<file path="src/rtl/cam_pkg.sv">
// Shared types and constants for the camera capture front end.
package cam_pkg;

  typedef enum logic [1:0] {
    SYNC   = 2'b00,
    VBLANK = 2'b01,
    ACTIVE = 2'b10
  } cap_state_t;

  localparam int unsigned IMG_W_IN_DEF = 640;
  localparam int unsigned IMG_H_IN_DEF = 480;
  localparam int unsigned DECIM_DEF    = 4;

  localparam int unsigned OUT_W     = IMG_W_IN_DEF / DECIM_DEF;
  localparam int unsigned OUT_H     = IMG_H_IN_DEF / DECIM_DEF;
  localparam int unsigned FRAME_PIX = OUT_W * OUT_H;

  // Exponent of a power-of-two value; yields 0 for inputs that are not a power of two.
  function automatic int unsigned log2_pow2(input int unsigned v);
    int unsigned r;
    r = 0;
    for (int unsigned i = 0; i < 32; i++) begin
      if ((32'd1 << i) == v) r = i;
    end
    return r;
  endfunction

endpackage

</file>
<file path="src/rtl/cam_capture_if.sv">
// Camera byte stream in, frame-memory write port and frame status out.
interface cam_capture_if #(
  parameter int unsigned ADDR_W = 15,
  parameter int unsigned PIX_W  = 8
);
  logic              cam_pclk;
  logic              cam_vsync;
  logic              cam_href;
  logic [7:0]        cam_data;
  logic [ADDR_W-1:0] wr_addr;
  logic              write_en;
  logic [PIX_W-1:0]  pix_out;
  logic              cap_done;
  logic              frame_err;

  modport master (
    output cam_pclk, cam_vsync, cam_href, cam_data,
    input  wr_addr, write_en, pix_out, cap_done, frame_err
  );

  modport slave (
    input  cam_pclk, cam_vsync, cam_href, cam_data,
    output wr_addr, write_en, pix_out, cap_done, frame_err
  );
endinterface

</file>
<file path="src/rtl/cam_sync.sv">
// Two-flop synchroniser plus an edge-detect flop, per bit.
module cam_sync #(
  parameter int unsigned W = 1
) (
  input  logic         clk,
  input  logic         rst,
  input  logic [W-1:0] d,
  output logic [W-1:0] q,
  output logic [W-1:0] rise,
  output logic [W-1:0] fall
);
  logic [W-1:0] s1, s2, s3;

  always_ff @(posedge clk) begin
    if (rst) begin
      s1 <= '0;
      s2 <= '0;
      s3 <= '0;
    end else begin
      s1 <= d;
      s2 <= s1;
      s3 <= s2;
    end
  end

  assign q    = s2;
  assign rise = s2 & ~s3;
  assign fall = ~s2 & s3;
endmodule

</file>
<file path="src/rtl/cam_capture.sv">
// Luma capture with DECIM x DECIM decimation into frame memory; reports
// frame completion (cap_done) and malformed frames (frame_err).
module cam_capture
  import cam_pkg::*;
#(
  parameter int unsigned IMG_W_IN = IMG_W_IN_DEF,
  parameter int unsigned IMG_H_IN = IMG_H_IN_DEF,
  parameter int unsigned DECIM    = DECIM_DEF,
  parameter int unsigned ADDR_W   = 15,
  parameter int unsigned PIX_W    = 8
) (
  input logic          clk,
  input logic          rst,
  cam_capture_if.slave bus
);
  localparam int unsigned OW       = IMG_W_IN / DECIM;
  localparam int unsigned OH       = IMG_H_IN / DECIM;
  localparam int unsigned FPIX     = OW * OH;
  localparam int unsigned BYTE_MAX = 2 * IMG_W_IN;
  localparam int unsigned LINE_MAX = IMG_H_IN + 1;
  localparam int unsigned BC_W     = $clog2(BYTE_MAX + 1);
  localparam int unsigned LC_W     = $clog2(LINE_MAX + 1);
  localparam int unsigned WC_W     = $clog2(FPIX + 1);
  localparam int unsigned DEC_MASK = (32'd1 << log2_pow2(DECIM)) - 1;

  logic [2:0] ctrl_q, ctrl_rise, ctrl_fall;
  logic [7:0] data_s, data_rise_unused, data_fall_unused;
  logic       ctrl_unused;

  cam_sync #(.W(3)) u_sync_ctrl (
    .clk  (clk),
    .rst  (rst),
    .d    ({bus.cam_pclk, bus.cam_vsync, bus.cam_href}),
    .q    (ctrl_q),
    .rise (ctrl_rise),
    .fall (ctrl_fall)
  );

  cam_sync #(.W(8)) u_sync_data (
    .clk  (clk),
    .rst  (rst),
    .d    (bus.cam_data),
    .q    (data_s),
    .rise (data_rise_unused),
    .fall (data_fall_unused)
  );

  assign ctrl_unused = ^{ctrl_q[2], ctrl_rise[0], ctrl_fall[2]};

  logic vsync_s, href_s, pclk_rise, vsync_rise, vsync_fall, href_fall;
  assign vsync_s    = ctrl_q[1];
  assign href_s     = ctrl_q[0];
  assign pclk_rise  = ctrl_rise[2];
  assign vsync_rise = ctrl_rise[1];
  assign vsync_fall = ctrl_fall[1];
  assign href_fall  = ctrl_fall[0];

  cap_state_t        state_q, state_d;
  logic [BC_W-1:0]   byte_q, byte_d;
  logic [LC_W-1:0]   line_q, line_d;
  logic [WC_W-1:0]   wr_cnt_q, wr_cnt_d;
  logic [ADDR_W-1:0] wr_addr_q, wr_addr_d;
  logic [PIX_W-1:0]  pix_q, pix_d;
  logic              we_q, we_d;
  logic              done_q, done_d;
  logic              err_q, err_d;
  logic              keep;

  always_ff @(posedge clk) begin
    if (rst) begin
      state_q   <= SYNC;
      byte_q    <= '0;
      line_q    <= '0;
      wr_cnt_q  <= '0;
      wr_addr_q <= '0;
      pix_q     <= '0;
      we_q      <= 1'b0;
      done_q    <= 1'b0;
      err_q     <= 1'b0;
    end else begin
      state_q   <= state_d;
      byte_q    <= byte_d;
      line_q    <= line_d;
      wr_cnt_q  <= wr_cnt_d;
      wr_addr_q <= wr_addr_d;
      pix_q     <= pix_d;
      we_q      <= we_d;
      done_q    <= done_d;
      err_q     <= err_d;
    end
  end

  // Y byte on a kept column of a kept line, inside the line, and room left in the frame
  assign keep = !byte_q[0]
             && (((byte_q >> 1) & BC_W'(DEC_MASK)) == '0)
             && ((line_q & LC_W'(DEC_MASK)) == '0)
             && (byte_q < BC_W'(BYTE_MAX))
             && (wr_cnt_q < WC_W'(FPIX));

  always_comb begin
    state_d   = state_q;
    byte_d    = byte_q;
    line_d    = line_q;
    wr_cnt_d  = wr_cnt_q;
    wr_addr_d = wr_addr_q;
    pix_d     = pix_q;
    we_d      = 1'b0;
    done_d    = done_q;
    err_d     = 1'b0;
    case (state_q)
      SYNC: begin
        if (vsync_s) state_d = VBLANK;
      end
      VBLANK: begin
        if (vsync_fall) begin
          byte_d   = '0;
          line_d   = '0;
          wr_cnt_d = '0;
          state_d  = ACTIVE;
        end
      end
      ACTIVE: begin
        // vsync rise wins over any href/pclk activity in the same cycle
        if (vsync_rise) begin
          state_d = VBLANK;
          if (line_q == LC_W'(IMG_H_IN) && wr_cnt_q == WC_W'(FPIX)) done_d = 1'b1;
          else err_d = 1'b1;
        end else if (pclk_rise && href_s) begin
          if (keep) begin
            we_d      = 1'b1;
            pix_d     = PIX_W'(data_s);
            wr_addr_d = ADDR_W'(wr_cnt_q);
            wr_cnt_d  = wr_cnt_q + 1'b1;
            done_d    = 1'b0;
          end
          if (byte_q != BC_W'(BYTE_MAX)) byte_d = byte_q + 1'b1;
        end else if (href_fall) begin
          byte_d = '0;
          if (line_q != LC_W'(LINE_MAX)) line_d = line_q + 1'b1;
        end
      end
      default: state_d = SYNC;
    endcase
  end

  assign bus.wr_addr   = wr_addr_q;
  assign bus.write_en  = we_q;
  assign bus.pix_out   = pix_q;
  assign bus.cap_done  = done_q;
  assign bus.frame_err = err_q;
endmodule

</file>
<file path="src/flat_wrapper.sv">
// flat-port wrapper written by rule: the top's interface ports become plain ports
module cam_capture_flat import cam_pkg::*;
#(
  parameter int unsigned IMG_W_IN = IMG_W_IN_DEF,
  parameter int unsigned IMG_H_IN = IMG_H_IN_DEF,
  parameter int unsigned DECIM    = DECIM_DEF,
  parameter int unsigned ADDR_W   = 15,
  parameter int unsigned PIX_W    = 8
)
  (clk, rst, bus_cam_pclk, bus_cam_vsync, bus_cam_href, bus_cam_data, bus_wr_addr, bus_write_en, bus_pix_out, bus_cap_done, bus_frame_err);
  cam_capture_if #(.ADDR_W(ADDR_W), .PIX_W(PIX_W)) bus_i ();
  input logic clk;
  input logic rst;
  input wire logic [$bits(bus_i.cam_pclk)-1:0] bus_cam_pclk;
  input wire logic [$bits(bus_i.cam_vsync)-1:0] bus_cam_vsync;
  input wire logic [$bits(bus_i.cam_href)-1:0] bus_cam_href;
  input wire logic [$bits(bus_i.cam_data)-1:0] bus_cam_data;
  output wire logic [$bits(bus_i.wr_addr)-1:0] bus_wr_addr;
  output wire logic [$bits(bus_i.write_en)-1:0] bus_write_en;
  output wire logic [$bits(bus_i.pix_out)-1:0] bus_pix_out;
  output wire logic [$bits(bus_i.cap_done)-1:0] bus_cap_done;
  output wire logic [$bits(bus_i.frame_err)-1:0] bus_frame_err;
  assign bus_i.cam_pclk = bus_cam_pclk;
  assign bus_i.cam_vsync = bus_cam_vsync;
  assign bus_i.cam_href = bus_cam_href;
  assign bus_i.cam_data = bus_cam_data;
  assign bus_wr_addr = bus_i.wr_addr;
  assign bus_write_en = bus_i.write_en;
  assign bus_pix_out = bus_i.pix_out;
  assign bus_cap_done = bus_i.cap_done;
  assign bus_frame_err = bus_i.frame_err;
  cam_capture #(.IMG_W_IN(IMG_W_IN), .IMG_H_IN(IMG_H_IN), .DECIM(DECIM), .ADDR_W(ADDR_W), .PIX_W(PIX_W)) u_core (.clk(clk), .rst(rst), .bus(bus_i));
endmodule
</file>
<file path="config.mk">
export PLATFORM = sky130hd
export DESIGN_NAME = cam_capture_flat
export DESIGN_NICKNAME = d
export VERILOG_FILES = /design/src/rtl/cam_pkg.sv /design/src/rtl/cam_capture_if.sv /design/src/rtl/cam_sync.sv /design/src/rtl/cam_capture.sv /design/src/flat_wrapper.sv
export SDC_FILE = /design/constraint.sdc
export NUM_CORES = 1
export LEC_CHECK = 0
export CORE_MARGIN = 5
export CORE_UTILIZATION = 57
export CTS_BUF_LIST = sky130_fd_sc_hd__clkbuf_4 sky130_fd_sc_hd__clkbuf_8 sky130_fd_sc_hd__clkbuf_16
export DETAILED_ROUTE_END_ITERATION = 8
export GPL_TIMING_DRIVEN = 0
export PLACE_DENSITY = 0.82
export SLEW_MARGIN = 20
export SYNTH_ARGS = -nofsm -noshare
export SYNTH_HDL_FRONTEND = slang
export SYNTH_HIERARCHICAL = 1
export SYNTH_SLANG_ARGS = --single-unit
</file>
<file path="constraint.sdc">
create_clock -name clk -period 2.32 [get_ports clk]
set_input_delay 0.348 -clock clk [delete_from_list [all_inputs] [get_ports clk]]
set_output_delay 0.348 -clock clk [all_outputs]
set_load 0.02 [all_outputs]
</file>
==> metrics.txt <==
# TYPE chip_impl_metric gauge
chip_impl_metric{name="gp_congestion",unit=""} 0.958
chip_impl_metric{name="ant_nets",unit=""} 0
chip_impl_metric{name="post-place-ws",unit="ns"} -0.192
chip_impl_metric{name="initial_core_utilization",unit="%"} 57.9
chip_impl_metric{name="reg2reg_depth",unit=""} 7
chip_impl_metric{name="setup.reg_to_reg.worst_slack",unit="ns"} 0.14
chip_impl_metric{name="met3RoutedLength",unit="µm"} 388
chip_impl_metric{name="timing.fmax",unit="MHz"} 458
chip_impl_metric{name="synth.cell_area",unit="µm²"} 3610
chip_impl_metric{name="filler_cell_count",unit=""} 505
chip_impl_metric{name="antenna_cells",unit=""} 0
chip_impl_metric{name="grt_pass1_vias",unit=""} 2685
chip_impl_info{name="sort_of_element_at_the_start_of_the_critical_path",value="register"} 1
chip_impl_metric{name="design.core.area",unit="µm²"} 6240
chip_impl_metric{name="report.final.setup_viol",unit=""} 0
chip_impl_metric{name="drtPass1Iterations",unit=""} 4
chip_impl_info{name="critPathSlowestCell",value="sky130_fd_sc_hd__or4_4"} 1
chip_impl_metric{name="area_of_combinational_cells_with_multiple_inputs",unit="µm²"} 1770
chip_impl_metric{name="final_max_slew_viol_count",unit=""} 0
chip_impl_info{name="tritoncts",value="done"} 1
chip_impl_metric{name="met2_length",unit="µm"} 3450
chip_impl_metric{name="cts-htree-levels",unit=""} 3
chip_impl_metric{name="die_width",unit="µm"} 89.6
chip_impl_metric{name="share_of_layout_cells_above_drive_strength_1",unit="%"} 8.80
chip_impl_metric{name="cts.reportedPaths.clkPinSlew",unit="ns"} 0.09
chip_impl_metric{name="die_h",unit="µm"} 89.6
chip_impl_metric{name="wl_per_cell",unit="µm"} 13.1
chip_impl_metric{name="portbufs",unit=""} 38
chip_impl_metric{name="cts_buffer_depth",unit=""} 2
chip_impl_metric{name="post-route-period-util",unit="%"} 94.0
chip_impl_metric{name="grt_first_pass_wirelength",unit="µm"} 11900
chip_impl_metric{name="hold_viol",unit=""} 0
chip_impl_metric{name="clkLatencyLatePin",unit="ns"} 0.36
chip_impl_info{name="min_delay_worst_endpoint",value="u_core/u_sync_data/q[7]"} 1
chip_impl_metric{name="grt_antenna_before_repair",unit=""} 0
chip_impl_info{name="grt_setup_unrepaired",value="no"} 1
chip_impl_info{name="hp-class",value="reg2reg"} 1
chip_impl_metric{name="finalNetCount",unit=""} 481
chip_impl_metric{name="detailed_place_hpwl",unit="µm"} 4910
chip_impl_info{name="run_status",value="completed"} 1
chip_impl_metric{name="overflow",unit=""} 0
chip_impl_metric{name="met1Wirelength",unit="µm"} 3190
chip_impl_metric{name="ioPinCount",unit=""} 39
chip_impl_metric{name="clkSinkCount",unit=""} 88
chip_impl_metric{name="min_path_cells",unit=""} 1
chip_impl_metric{name="drt_drc_violations_left",unit=""} 0
chip_impl_metric{name="syn-mean-instance-area",unit="µm²"} 8.82
chip_impl_metric{name="cts-hold-fix-buffers",unit=""} 0
chip_impl_metric{name="cells_after_synthesis",unit=""} 410
chip_impl_metric{name="fin_cells",unit=""} 543
chip_impl_info{name="cts.root.buffer_cell",value="sky130_fd_sc_hd__clkbuf_8"} 1
chip_impl_metric{name="timing.max_cap.violations",unit=""} 0
chip_impl_metric{name="critPathArrivalTime",unit="ns"} 2.45
chip_impl_info{name="highest-signal-layer",value="met4"} 1
chip_impl_metric{name="critical-path-max-stage-delay",unit="ns"} 0.48
chip_impl_metric{name="detailroute.via_count",unit=""} 2919
chip_impl_info{name="timing.critical_path.to_type",value="register"} 1
chip_impl_metric{name="clock-skew-final",unit="ns"} 0.0144
chip_impl_metric{name="placementRows",unit=""} 29
chip_impl_metric{name="power",unit="mW"} 2.72
chip_impl_metric{name="critical_path.max_fanout",unit=""} 7
chip_impl_metric{name="tightest_slew",unit="ns"} 0.728
chip_impl_metric{name="timing.critical_path.required",unit="ns"} 2.59
chip_impl_metric{name="period_minus_slack",unit="ns"} 2.18
chip_impl_metric{name="clock_buffer_count_from_cts",unit=""} 9
chip_impl_metric{name="detail_route.iter0.violations",unit=""} 186
chip_impl_metric{name="area.sequential",unit="µm²"} 1760
chip_impl_info{name="critical_path_class",value="reg2reg"} 1
chip_impl_metric{name="grt_max_degree",unit=""} 18
chip_impl_metric{name="syn_nets",unit=""} 430
chip_impl_metric{name="critical_path_buf_inv_count",unit=""} 1
chip_impl_info{name="path_delay_family",value="simple AND/OR/NAND/NOR gates"} 1
chip_impl_metric{name="whs",unit="ns"} 0.437
chip_impl_metric{name="setup_slack",unit="ns"} 0.138
chip_impl_metric{name="leakage_component_of_the_power",unit="nW"} 1.49
chip_impl_info{name="worstPathCellList",value="nor2b_2 > nor4_4 > nand4_4 > or2_1 > buf_2 > or4_4 > o31ai_1"} 1
chip_impl_info{name="rr_startpoint",value="u_core/u_sync_ctrl/q[1]"} 1
chip_impl_metric{name="dieArea",unit="µm²"} 8030
chip_impl_metric{name="routed_wl",unit="µm"} 7140
chip_impl_metric{name="post-route-util",unit="%"} 69.5
chip_impl_metric{name="grt.total_usage",unit="%"} 19.1
chip_impl_metric{name="worst_ir_drop_vdd",unit="µV"} 621
chip_impl_metric{name="numPlacedInstances",unit=""} 525
chip_impl_info{name="hold_start",value="u_core/u_sync_data/s1[7]"} 1
chip_impl_metric{name="power.density_cell_area",unit="nW/µm²"} 628
chip_impl_metric{name="area_delta_synth_final",unit="%"} 20.1
chip_impl_info{name="critical_path.reg2reg.endpoint",value="u_core/wr_cnt_q[13]"} 1
chip_impl_metric{name="detail_route.vias_per_cell",unit=""} 5.38
chip_impl_metric{name="yosys_warnings",unit=""} 6
chip_impl_metric{name="timing.max_slew.rel_slack",unit="%"} 51.5
worst register-to-register path: stages (launching register included):
cell                      delay (ns)
sky130_fd_sc_hd__dfxtp_1        0.34
sky130_fd_sc_hd__nor2b_2        0.21
sky130_fd_sc_hd__nor4_4         0.31
sky130_fd_sc_hd__nand4_4        0.16
sky130_fd_sc_hd__or2_1          0.25
sky130_fd_sc_hd__buf_2          0.15
sky130_fd_sc_hd__or4_4          0.48
sky130_fd_sc_hd__o31ai_1        0.19
how the worst max path moves through the flow:
| stage | to | cells past startpoint | slack, ns | startpoint |
|---|---|---|---|---|
| 2_1_floorplan | u_core/wr_cnt_q[13] | 8 | 0.31 | u_core/u_sync_ctrl/q[2] |
| 3_3_place_gp | u_core/wr_cnt_q[0] | 5 | -0.18 | rst |
| 3_5_place_dp | u_core/line_q[6] | 5 | -0.19 | rst |
| 4_1_cts | u_core/wr_cnt_q[13] | 8 | 0.06 | u_core/u_sync_ctrl/q[2] |
| 5_1_grt | u_core/line_q[8] | 5 | 0.03 | rst |
| 6_report | u_core/wr_cnt_q[13] | 7 | 0.14 | u_core/u_sync_ctrl/q[1] |
per-layer routing:
layer | GRT usage (%) | vias up
li1 | - | 1494
met4 | 6.63 | 0
met2 | 32.2 | 65
met1 | 23.5 | 1351
met3 | 5.20 | 9
met5 | 0 | -
sequential cells by signal (all words and copies together), names as in the netlist, 2 cells and up:
name	count
u_core/state_q	2
u_core/u_sync_ctrl/s3	3
u_core/u_sync_ctrl/q	3
u_core/bus.wr_addr	15
u_core/u_sync_ctrl/s1	3
u_core/byte_q	11
u_core/u_sync_data/q	8
u_core/u_sync_data/s1	8
u_core/line_q	9
u_core/bus.pix_out	8
u_core/wr_cnt_q	15
cell type report:
| class | count | share of cell area (%) |
|---|---|---|
| buffer | 17 | 1.93 |
| clock buffer | 10 | 3.03 |
| clock inverter | 6 | 1.70 |
| inverter | 8 | 0.692 |
| multi-input combinational | 297 | 40.7 |
| sequential | 88 | 40.6 |
| tap | 77 | 2.22 |
| timing repair buffer | 40 | 9.11 |
power by group:
part           internal, mW  total (mW)  switching [mW]
logic                0.0432      0.0877          0.0445
registers              1.53        1.54         0.00772
clock network         0.528        1.10           0.572
total                  2.10        2.72           0.624
layout by cell type, fill, tap and decap left out, types with 3 or more instances in the layout:
cell / instances
sky130_fd_sc_hd__xnor2_1: 16
sky130_fd_sc_hd__and2b_1: 3
sky130_fd_sc_hd__nor2b_1: 22
sky130_fd_sc_hd__clkdlybuf4s50_1: 38
sky130_fd_sc_hd__and2_1: 6
sky130_fd_sc_hd__nor4_1: 6
sky130_fd_sc_hd__clkbuf_1: 10
sky130_fd_sc_hd__nand2_1: 64
sky130_fd_sc_hd__dfxtp_1: 88
sky130_fd_sc_hd__nor3b_1: 3
sky130_fd_sc_hd__o21ai_0: 6
sky130_fd_sc_hd__clkbuf_8: 9
sky130_fd_sc_hd__nor4b_1: 4
sky130_fd_sc_hd__xor2_1: 8
sky130_fd_sc_hd__nand4_1: 13
sky130_fd_sc_hd__a21oi_1: 31
sky130_fd_sc_hd__nor2_1: 35
sky130_fd_sc_hd__ha_1: 7
sky130_fd_sc_hd__nor2b_2: 9
sky130_fd_sc_hd__and3_1: 5
sky130_fd_sc_hd__nor3_1: 11
sky130_fd_sc_hd__inv_1: 8
sky130_fd_sc_hd__inv_6: 4
sky130_fd_sc_hd__nand2b_1: 4
sky130_fd_sc_hd__nand3_1: 15
per-stage QoR:
| step | area [µm²] | TNS [ns] |
|---|---|---|
| 2_1_floorplan | 3610 | 0 |
| 3_3_place_gp | 4090 | -2.50 |
| 3_5_place_dp | 4090 | -2.20 |
| 4_1_cts | 4300 | 0 |
| 5_1_grt | 4340 | 0 |
| 6_report | 4340 | 0 |
what timing repair did:
item	4_1_cts	5_1_grt
pin swaps	0	2
setup endpoints to repair	20	24
resized for setup	3	10
hold endpoints to repair	0	0
buffers inserted	0	2
Note: power is estimated with default switching activity, not from simulation.
